## src/rtl/jpeg_rle_pkg.sv

```systemverilog
// jpeg_rle_pkg: shared constants, FSM states and symbol layout for the JPEG run-length block decoder
package jpeg_rle_pkg;
  localparam int COEF_W_DEF = 12;
  localparam int AMP_BITS = 11;
  localparam logic [5:0] BLK_LAST = 6'd63;
  localparam logic [3:0] EOB_RUN = 4'd0;
  localparam logic [3:0] EOB_SIZE = 4'd0;
  localparam logic [3:0] ZRL_RUN = 4'd15;
  localparam logic [3:0] ZRL_SIZE = 4'd0;
  localparam logic [3:0] DC_SIZE_MAX = 4'd11;
  localparam logic [3:0] AC_SIZE_MAX = 4'd10;
  typedef enum logic [2:0] {S_DC, S_AC, S_ZERO, S_VAL, S_FILL} state_t;
  typedef struct packed {
    logic [3:0] run;
    logic [3:0] size;
    logic [AMP_BITS-1:0] amp;
  } sym_t;
endpackage

```

## src/rtl/jpeg_rle_block_decoder_amp.sv

```systemverilog
// jpeg_amp_decode: JPEG size/amplitude bits to a sign-extended coefficient value
module jpeg_amp_decode
  import jpeg_rle_pkg::*;
#(
  parameter int COEF_W = COEF_W_DEF,
  parameter int AMP_W = AMP_BITS
) (
  input  logic [3:0]        i_size,
  input  logic [AMP_W-1:0]  i_amp,
  output logic [COEF_W-1:0] o_value
);
  logic [AMP_W-1:0] w_mask, w_amp;
  logic w_neg;
  assign w_mask = (AMP_W'(1) << i_size) - AMP_W'(1);
  assign w_amp = i_amp & w_mask;
  // a clear top bit of the size field marks a negative amplitude
  assign w_neg = ~|(w_amp & ~(w_mask >> 1));
  assign o_value = w_neg ? COEF_W'(w_amp) - COEF_W'(w_mask) : COEF_W'(w_amp);
endmodule

```

## src/rtl/jpeg_rle_block_decoder.sv

```systemverilog
// jpeg_rle_block_decoder: expands DC/AC entropy symbols into 64 zigzag-ordered coefficients
// Optional DC prediction with restart clear is enabled by defining JPEG_DC_PRED_EN.
module jpeg_rle_block_decoder
  import jpeg_rle_pkg::*;
#(
  parameter int COEF_W = COEF_W_DEF,
  parameter int AMP_W = AMP_BITS
) (
  input  logic              clk,
  input  logic              rst_n,
  input  logic              sym_valid,
  output logic              sym_ready,
  input  logic [3:0]        sym_run,
  input  logic [3:0]        sym_size,
  input  logic [AMP_W-1:0]  sym_amp,
  output logic              coef_valid,
  input  logic              coef_ready,
  output logic [COEF_W-1:0] coef_data,
  output logic [5:0]        coef_idx,
  output logic              coef_last,
  output logic              err_overrun,
  input  logic              dc_pred_clr
);
  state_t r_state, w_state;
  logic [5:0] r_idx, w_idx, r_ci, w_ci;
  logic [4:0] r_run, w_run;
  logic r_zrl, w_zrl, r_err, w_err, r_live, r_cv, w_cv, r_cl, w_cl;
  logic [COEF_W-1:0] r_val, w_val, r_cd, w_cd, w_amp, w_diff, w_dc;
  logic w_acc, w_eob, w_zrl_sym, w_bad;
  sym_t w_sym;
  assign w_sym = '{run: sym_run, size: sym_size, amp: AMP_BITS'(sym_amp)};
  jpeg_amp_decode #(.COEF_W(COEF_W), .AMP_W(AMP_W)) u_amp (
    .i_size (w_sym.size),
    .i_amp  (AMP_W'(w_sym.amp)),
    .o_value(w_amp)
  );
  // a stalled output register freezes everything, so acceptance needs coef_ready
  assign sym_ready = r_live && coef_ready && (r_state == S_DC || r_state == S_AC);
  assign w_acc = sym_valid && sym_ready;
  assign w_eob = w_sym.run == EOB_RUN && w_sym.size == EOB_SIZE;
  assign w_zrl_sym = w_sym.run == ZRL_RUN && w_sym.size == ZRL_SIZE;
  assign w_bad = (w_sym.size == 4'd0 && !w_eob && !w_zrl_sym) || w_sym.size > AC_SIZE_MAX;
  assign w_diff = (w_sym.size > DC_SIZE_MAX) ? '0 : w_amp;
`ifdef JPEG_DC_PRED_EN
  logic [COEF_W-1:0] r_pred;
  assign w_dc = (dc_pred_clr ? '0 : r_pred) + w_diff;
  always_ff @(posedge clk or negedge rst_n)
    if (!rst_n) r_pred <= '0;
    else if (w_acc && r_state == S_DC) r_pred <= w_dc;
    else if (dc_pred_clr) r_pred <= '0;
`else
  logic w_unused;
  assign w_unused = dc_pred_clr;
  assign w_dc = w_diff;
`endif
  always_comb begin
    w_state = r_state;
    w_idx = r_idx;
    w_run = r_run;
    w_zrl = r_zrl;
    w_val = r_val;
    w_err = r_err;
    w_cv = r_cv;
    w_cd = r_cd;
    w_ci = r_ci;
    w_cl = r_cl;
    if (coef_ready) begin
      w_cv = 1'b0;
      case (r_state)
        S_DC: if (w_acc) begin
          w_cv = 1'b1;
          w_cd = w_dc;
          w_ci = 6'd0;
          w_cl = 1'b0;
          w_idx = 6'd1;
          w_state = S_AC;
          w_err = r_err | (w_sym.size > DC_SIZE_MAX);
        end
        S_AC: if (w_acc) begin
          w_zrl = w_zrl_sym;
          w_run = w_zrl_sym ? 5'd16 : {1'b0, w_sym.run};
          w_val = w_amp;
          w_err = r_err | w_bad;
          w_state = w_zrl_sym ? S_ZERO : (w_bad || w_eob) ? S_FILL : (w_sym.run != 4'd0) ? S_ZERO : S_VAL;
        end
        default: begin
          w_cv = 1'b1;
          w_cd = (r_state == S_VAL) ? r_val : '0;
          w_ci = r_idx;
          w_cl = r_idx == BLK_LAST;
          w_idx = r_idx + 6'd1;
          w_run = r_run - 5'd1;
          if (r_idx == BLK_LAST) begin
            w_state = S_DC;
            w_idx = 6'd0;
            w_err = r_err | (r_state == S_ZERO && (r_run != 5'd1 || !r_zrl));
          end else if (r_state == S_VAL) w_state = S_AC;
          else if (r_state == S_ZERO && r_run == 5'd1) w_state = r_zrl ? S_AC : S_VAL;
        end
      endcase
    end
  end
  always_ff @(posedge clk or negedge rst_n)
    if (!rst_n) begin
      r_state <= S_DC;
      r_idx <= '0;
      r_run <= '0;
      r_zrl <= 1'b0;
      r_val <= '0;
      r_err <= 1'b0;
      r_live <= 1'b0;
      r_cv <= 1'b0;
      r_cd <= '0;
      r_ci <= '0;
      r_cl <= 1'b0;
    end else begin
      r_state <= w_state;
      r_idx <= w_idx;
      r_run <= w_run;
      r_zrl <= w_zrl;
      r_val <= w_val;
      r_err <= w_err;
      r_live <= 1'b1;
      r_cv <= w_cv;
      r_cd <= w_cd;
      r_ci <= w_ci;
      r_cl <= w_cl;
    end
  assign coef_valid = r_cv;
  assign coef_data = r_cd;
  assign coef_idx = r_ci;
  assign coef_last = r_cl;
  assign err_overrun = r_err;
endmodule
```

## config.mk

```make
export PLATFORM = sky130hd
export DESIGN_NAME = jpeg_rle_block_decoder
export DESIGN_NICKNAME = d
export VERILOG_FILES = /design/src/rtl/jpeg_rle_pkg.sv /design/src/rtl/jpeg_rle_block_decoder_amp.sv /design/src/rtl/jpeg_rle_block_decoder.sv
export SDC_FILE = /design/constraint.sdc
export NUM_CORES = 1
export LEC_CHECK = 0
export ABC_AREA = 1
export ABC_CLOCK_PERIOD_IN_PS = 5760
export BUFFER_PORTS_ARGS = -buffer_cell sky130_fd_sc_hd__buf_2
export CORE_ASPECT_RATIO = 1.5
export CORE_UTILIZATION = 62
export CTS_CLUSTER_DIAMETER = 60
export CTS_CLUSTER_SIZE = 28
export DETAILED_ROUTE_END_ITERATION = 6
export PLACE_DENSITY_LB_ADDON = 0.25
export SETUP_SLACK_MARGIN = 0.4
export SLEW_MARGIN = 20
export SYNTH_ARGS = -nofsm -noshare
export SYNTH_HDL_FRONTEND = slang
export SYNTH_SLANG_ARGS = --single-unit
export TNS_END_PERCENT = 50
```

## constraint.sdc

```tcl
create_clock -name clk -period 5.76 [get_ports clk]
set_clock_uncertainty 0.2 [all_clocks]
set_input_delay 1.152 -clock clk [delete_from_list [all_inputs] [get_ports clk]]
set_output_delay 1.152 -clock clk [all_outputs]
set_load 0.1 [all_outputs]
```

# After elaboration in Yosys (flattened, before gate mapping)
# Cells that the tools add are included.
op_classes:
  addsub: 4
  mul: 0
  n_div: 0
  order_cmp: 2
  n_eq_ne: 9
  shifts: 1
  muxes: 31
  bitwise: 8
  reduce_logical: 28
ops:
  columns: ["cell", "count"]
  rows:
  - ["12-bit 2-to-1 mux", 4]
  - ["12-bit case mux with 2 select lines", 1]
  - ["6-bit case mux with 2 select lines", 2]
  - ["11-bit bitwise AND", 2]
  - ["3-bit 2-to-1 mux", 7]
  - ["6-bit 2-to-1 mux", 3]
  - ["11-bit by 11-bit subtractor with 12-bit output", 1]
  - ["10-bit NOT with 11-bit output", 1]
  - ["11-bit OR reduction", 1]
  - ["1-bit by 4-bit << shifter with 11-bit output, first input constant", 1]
  - ["11-bit by 2-bit subtractor with 11-bit output, second input constant", 1]
  - ["5-bit 2-to-1 mux", 2]
  - ["5-bit case mux with 2 select lines", 1]
  - ["1-bit logical AND", 9]
  - ["3-bit AND reduction", 3]
  - ["4-bit greater-than comparator, second input constant", 2]
  - ["4-bit logical NOT", 2]
  - ["4-bit AND reduction", 2]
  - ["6-bit by 1-bit adder with 6-bit output, second input constant", 1]
  - ["3-bit by 2-bit == test with 1-bit output, second input constant", 2]
  - ["6-bit == test, second input constant", 1]
  - ["1-bit 2-to-1 mux", 6]
  - ["1-bit case mux with 2 select lines", 3]
  - ["3-bit case mux with 2 select lines", 1]
  - ["15 further kinds", 24]
totals:
  ff_bits: 49
  latchBits: 0
  ram_bits: 0
  mem_bits_ro: 0
  inputBits: 24
  output_inout_bits: 22
  word_cells: 94
  memories: 0

# Logic depth before layout (Yosys ltp)
depth:
  ltp_word: 11
  mapped_depth: 19
  depth_no_buf: 16

# By module
# From an unflattened synthesis, not the netlist that was laid out.
unflattened:
  cells_unflattened: 506
  hier_area_um2: 3473.3
modules_own_cells:
  columns: ["mod", "instances", "cells_each", "area_per_inst_um2", "seq_area_each_um2"]
  rows:
  - ["jpeg_rle_block_decoder", 1, 335, 2546.2, 1226.2]
  - ["jpeg_amp_decode", 1, 171, 927.1, 0.0]

# Least setup slack after synthesis
# No wires, ideal clock.
synth_timing:
  kind: "input to register"
  start: "input port coef_ready"
  end: "register r_idx[0]"
  setup_ns: 0.065
  arrival_time_ns: 3.654
  t_required_ns: 5.495
  slack_ns: 1.840
  cell_stages: 10
  n_path_buf: 1
  path_cell_list: "inv_1 -> nor2_1 -> nand2_1 -> o21ai_0 -> inv_1 -> nor2_1 -> inv_1 -> buf_2 -> a21oi_1 -> a22o_1"
synth_via:
  elab_chain_cells: 5
synth_rtl:
  columns: ["item", "line", "text"]
  rows:
  - ["start: declaration", "jpeg_rle_block_decoder.sv:17", "input logic coef_ready,"]
  - ["1-bit logical AND (2 in a row)", "jpeg_rle_block_decoder.sv:38", "assign sym_ready = r_live && coef_ready && (r_state == S_DC || r_state == S_AC);"]
  - ["named net sym_ready", "jpeg_rle_block_decoder.sv:12", "output logic sym_ready,"]
  - ["1-bit logical AND", "jpeg_rle_block_decoder.sv:39", "assign w_acc = sym_valid && sym_ready;"]
  - ["2-bit != test (no line)", null, null]
  - ["3-bit AND reduction (no line)", null, null]
  - ["end signal: assignment", "jpeg_rle_block_decoder.sv:118", "r_idx <= w_idx;"]
  - ["end: declaration", "jpeg_rle_block_decoder.sv:25", "logic [5:0] r_idx, w_idx, r_ci, w_ci;"]
# The timed path passes the listed nets, and every way through them passes these cells.
# A chain may end at the register's enable or synchronous reset.

# Worst setup path in the final report
layout_timing:
  start: "input port sym_size[3]"
  end: "register r_cd[7] (netlist: coef_data[7])"
layout_via:
  elab_chain_cells: 9
  word_cells_on_any_way: 12
  cone_classes: "add/sub (2); order compare (1); shift (1); mux (4); bitwise (3); reduce/logical (1)"
layout_rtl:
  columns: ["item", "line", "text"]
  rows:
  - ["start: declaration", "jpeg_rle_block_decoder.sv:14", "input logic [3:0] sym_size,"]
  - ["branches (longest 6 deep; another with 11-bit by 11-bit subtractor with 12-bit output)", null, null]
  - ["12-bit 2-to-1 mux (*)", "jpeg_rle_block_decoder.sv:43", "assign w_diff = (w_sym.size > DC_SIZE_MAX) ? '0 : w_amp;"]
  - ["12-bit 2-to-1 mux (*)", "jpeg_rle_block_decoder.sv:70", "S_DC: if (w_acc) begin"]
  - ["12-bit case mux with 2 select lines (*)", "jpeg_rle_block_decoder.sv:69", "case (r_state)"]
  - ["end signal: assignment", "jpeg_rle_block_decoder.sv:125", "r_cd <= w_cd;"]
  - ["end: declaration", "jpeg_rle_block_decoder.sv:28", "logic [COEF_W-1:0] r_val, w_val, r_cd, w_cd, w_amp, w_diff, w_dc;"]
# Mark *: on every way between the ends. The select of a mux whose other input is x is not followed.

==> metrics <==
Core Box Area 4890 µm²; worst-skew pair later-pin latency about 300 ps; DRT iter0 DRCs around 200; initial antenna violation count 0; Hold Path Depth 1; GRT Total Usage between 20% and 30%; final hold viol count 0; run status completed; Post-synth ARST share between 90% and 100%; Total Wirelength 7380 µm; Starting Density about two thirds; post-synthesis sequential area ratio a little under two fifths; r2r setup slk ~3000 ps; Via density around 5.5; R2R Path Start r_state[2]$_DFFE_PN0P_; most frequent cell after synthesis nand2_1; routability cong. a little over 0.9; xor/xnor share of the synthesized area less than 1%; CTS clk-pin slew, worst paths around 90 ps; hold path start err_overrun$_DFFE_PN0P_; antenna-violating nets left 0; CTS tree done; Worst-Margin Slew around 960 ps; Max VDD drop about 0.0002 V; layout cells sized above 1 between 10 and 15%; via count 3180; post_cts resized 0; cell taking the most area after synthesis dfrtp_1; DR WL/cell approximately 13 µm; cts-stage hold buffer count 0; vias in the first global route a little over 3000; largest net degree at the start of global routing 50; synthesized flop and latch total 49; met3 GRT Util roughly 3.7%; Pwr Density 574 nW/µm²; M1 GR Usage between 30% and 40%; Lkg Pwr ~1.8 nW; Main synth FF type dfrtp_1; Worst Hold End err_overrun$_DFFE_PN0P_; CTS Sinks about 50; drt drc 0; Setup-failing EPs final 0; top cells by area, synth dfrtp_1 38%, nand2_1 14%, nand3_1 7.6%, nor2_1 6.5%, inv_1 6.2%; placed insts between 500 and 600; RSZ-0062 raised after global routing false; required time worst endpoint a little under 6000 ps; Top Usage Layer GRT met2; Row Count 31; synthesized netlist cell count approximately 470; HPWL after DPL 5530 µm; Synth Net Count between 400 and 500; Die Ht 90.1 µm; Final Max Tran Viols 0; post-synth top area share approximately two fifths; area delta synth->final 10.3%; Synth Area in Compound Gates 14.1%; # Post-CTS Setup Buffers 0; Fill cells approximately 440; H-Tree Depth 2; Worst setup SP type input pin; DIE AREA 5470 µm²; number of synthesized flops with an enable pin 0; first-pass GRT wire length approximately 13000 µm; crit path max fanout 15; Die X-Extent 60.7 µm; Fmax 279 MHz; area share of fa/ha/maj cells after synthesis 1.95%; period utilization between 60 and 70%; global routing usage on met2 52.6%; post-synthesis mux area share 0%; grt ovf 0; deepest clock path buffer count 2; Period minus WS final 3580 ps; Slew HR between 30% and 40%; Syn Std Cell Area ~3200 µm²; Netlist cell types 37; top cells by count, synth 122 x nand2_1, 56 x nor2_1, 53 x inv_1; Crit. End Element flip-flop; largest family of logic cells by synthesized area simple AND/OR/NAND/NOR gates; Boundary Pins 46; port bufs 44; max cap viols 0; Setup Crit Path Kind input pin to flip-flop; final setup TNS 0 ps; Layout Cells excl Fill around 580; Reg-to-Reg End r_idx[0]$_DFFE_PN0P_; cells on worst reg2reg path 7; synth warn 0; WP data arrival ~3600 ps; diode count 0; Final nets 537; root buffer cell clkbuf_8; worst hold path class flip-flop to flip-flop; Pre-Repair DR Iteration Count 5; CTS Buf Count 5; Simple-Gate Fraction of Synth Area 35.2%; syn avg cell area roughly 6.8 µm²
[placed cells by master, fill, tap and decap left out, drive strengths merged]
master    count
a211oi        1
a21oi        34
a22o          1
a31oi         4
a32o          1
buf          46
clkbuf        5
clkinv        2
clkinvlp      1
conb          1
dfrtp        49
ha            5
inv          59
nand2       127
nand3        50
nand4         7
nor2         62
nor3          9
o211ai        1
o21a          1
o21ai        31
o21bai        2
o22ai         2
o31ai         4
or2           1
xor2          3
[critical path, stage by stage]
cell     delay, ps
buf_2          280
nor2_8          90
nand2_2        160
ha_1           410
nand2_4        120
nor2_1         140
nand2_1         70
nand2_1         90
nand2_2         80
nand2_2        100
nand3_1        120
nor2_4         320
nand2_1         80
o21ai_1        160
nand2_1         80
a21oi_1        160
[final cells by class]
class                      instances  area, µm²  share of cell area (%)
multi-input combinational        347       1680                    47.4
sequential                        49       1230                    34.7
clock inverter                     3       25.0                   0.707
clock buffer                       5       68.8                    1.94
tap                               66       82.6                    2.33
timing repair buffer              46        238                    6.72
inverter                          59        221                    6.26
[per-stage QoR]
step	util, %	hold slack (ps)	total power, W	cell area (µm²)	worst slack, ps
3_3_place_gp	70.4	257	0.00178	3440	1960
6_report	72.4	276	0.00203	3540	2180
2_1_floorplan	-	249	0.00159	3210	1840
4_1_cts	72.4	284	0.00203	3540	2200
5_1_grt	72.4	303	0.00217	3540	1880
3_5_place_dp	70.4	261	0.00182	3440	1900
[cells by family after synthesis]
| group | count (synthesis) |
|---|---|
| XOR/XNOR | 3 |
| flip-flops | 49 |
| other | 1 |
| AO/OA/AOI/OAI | 82 |
| adder cells (fa/ha/maj) | 5 |
| AND/OR/NAND/NOR | 256 |
| buffers and inverters | 73 |
[worst max-delay path by stage]
stage                 from                       end  slack, ps  depth (start not counted)
5_1_grt        sym_size[3]  coef_data[2]$_DFFE_PN0P_       1880                         16
6_report       sym_size[3]  coef_data[7]$_DFFE_PN0P_       2180                         16
4_1_cts        sym_size[3]  coef_data[7]$_DFFE_PN0P_       2200                         16
3_3_place_gp   sym_size[3]  coef_data[3]$_DFFE_PN0P_       1960                         15
3_5_place_dp   sym_size[3]  coef_data[3]$_DFFE_PN0P_       1900                         15
2_1_floorplan   coef_ready      r_idx[0]$_DFFE_PN0P_       1840                         10
[routing by layer]
layer,vias to the layer above,share of wire (%)
met1,1451,40
met3,19,4.3
met4,0,2.5
met2,100,54
li1,1610,-
met5,-,0
[where the power goes]
group	leakage (nW)	total (W)	internal (W)	switching (W)
clock network	0.0447	0.000209	0.0000878	0.000121
logic	1.19	0.00123	0.000267	0.000964
registers	0.610	0.000592	0.000499	0.0000924
[registers in the layout, summed over array words and instances, names as in the netlist]
| signal | flops |
|---|---|
| r_val | 12 |
| r_idx | 6 |
| err_overrun | 1 |
| coef_data | 12 |
| coef_idx | 6 |
| r_state | 3 |
| r_zrl | 1 |
| r_live | 1 |
| r_run | 5 |
| coef_last | 1 |
| coef_valid | 1 |
Power figures use the tool's default switching activity.
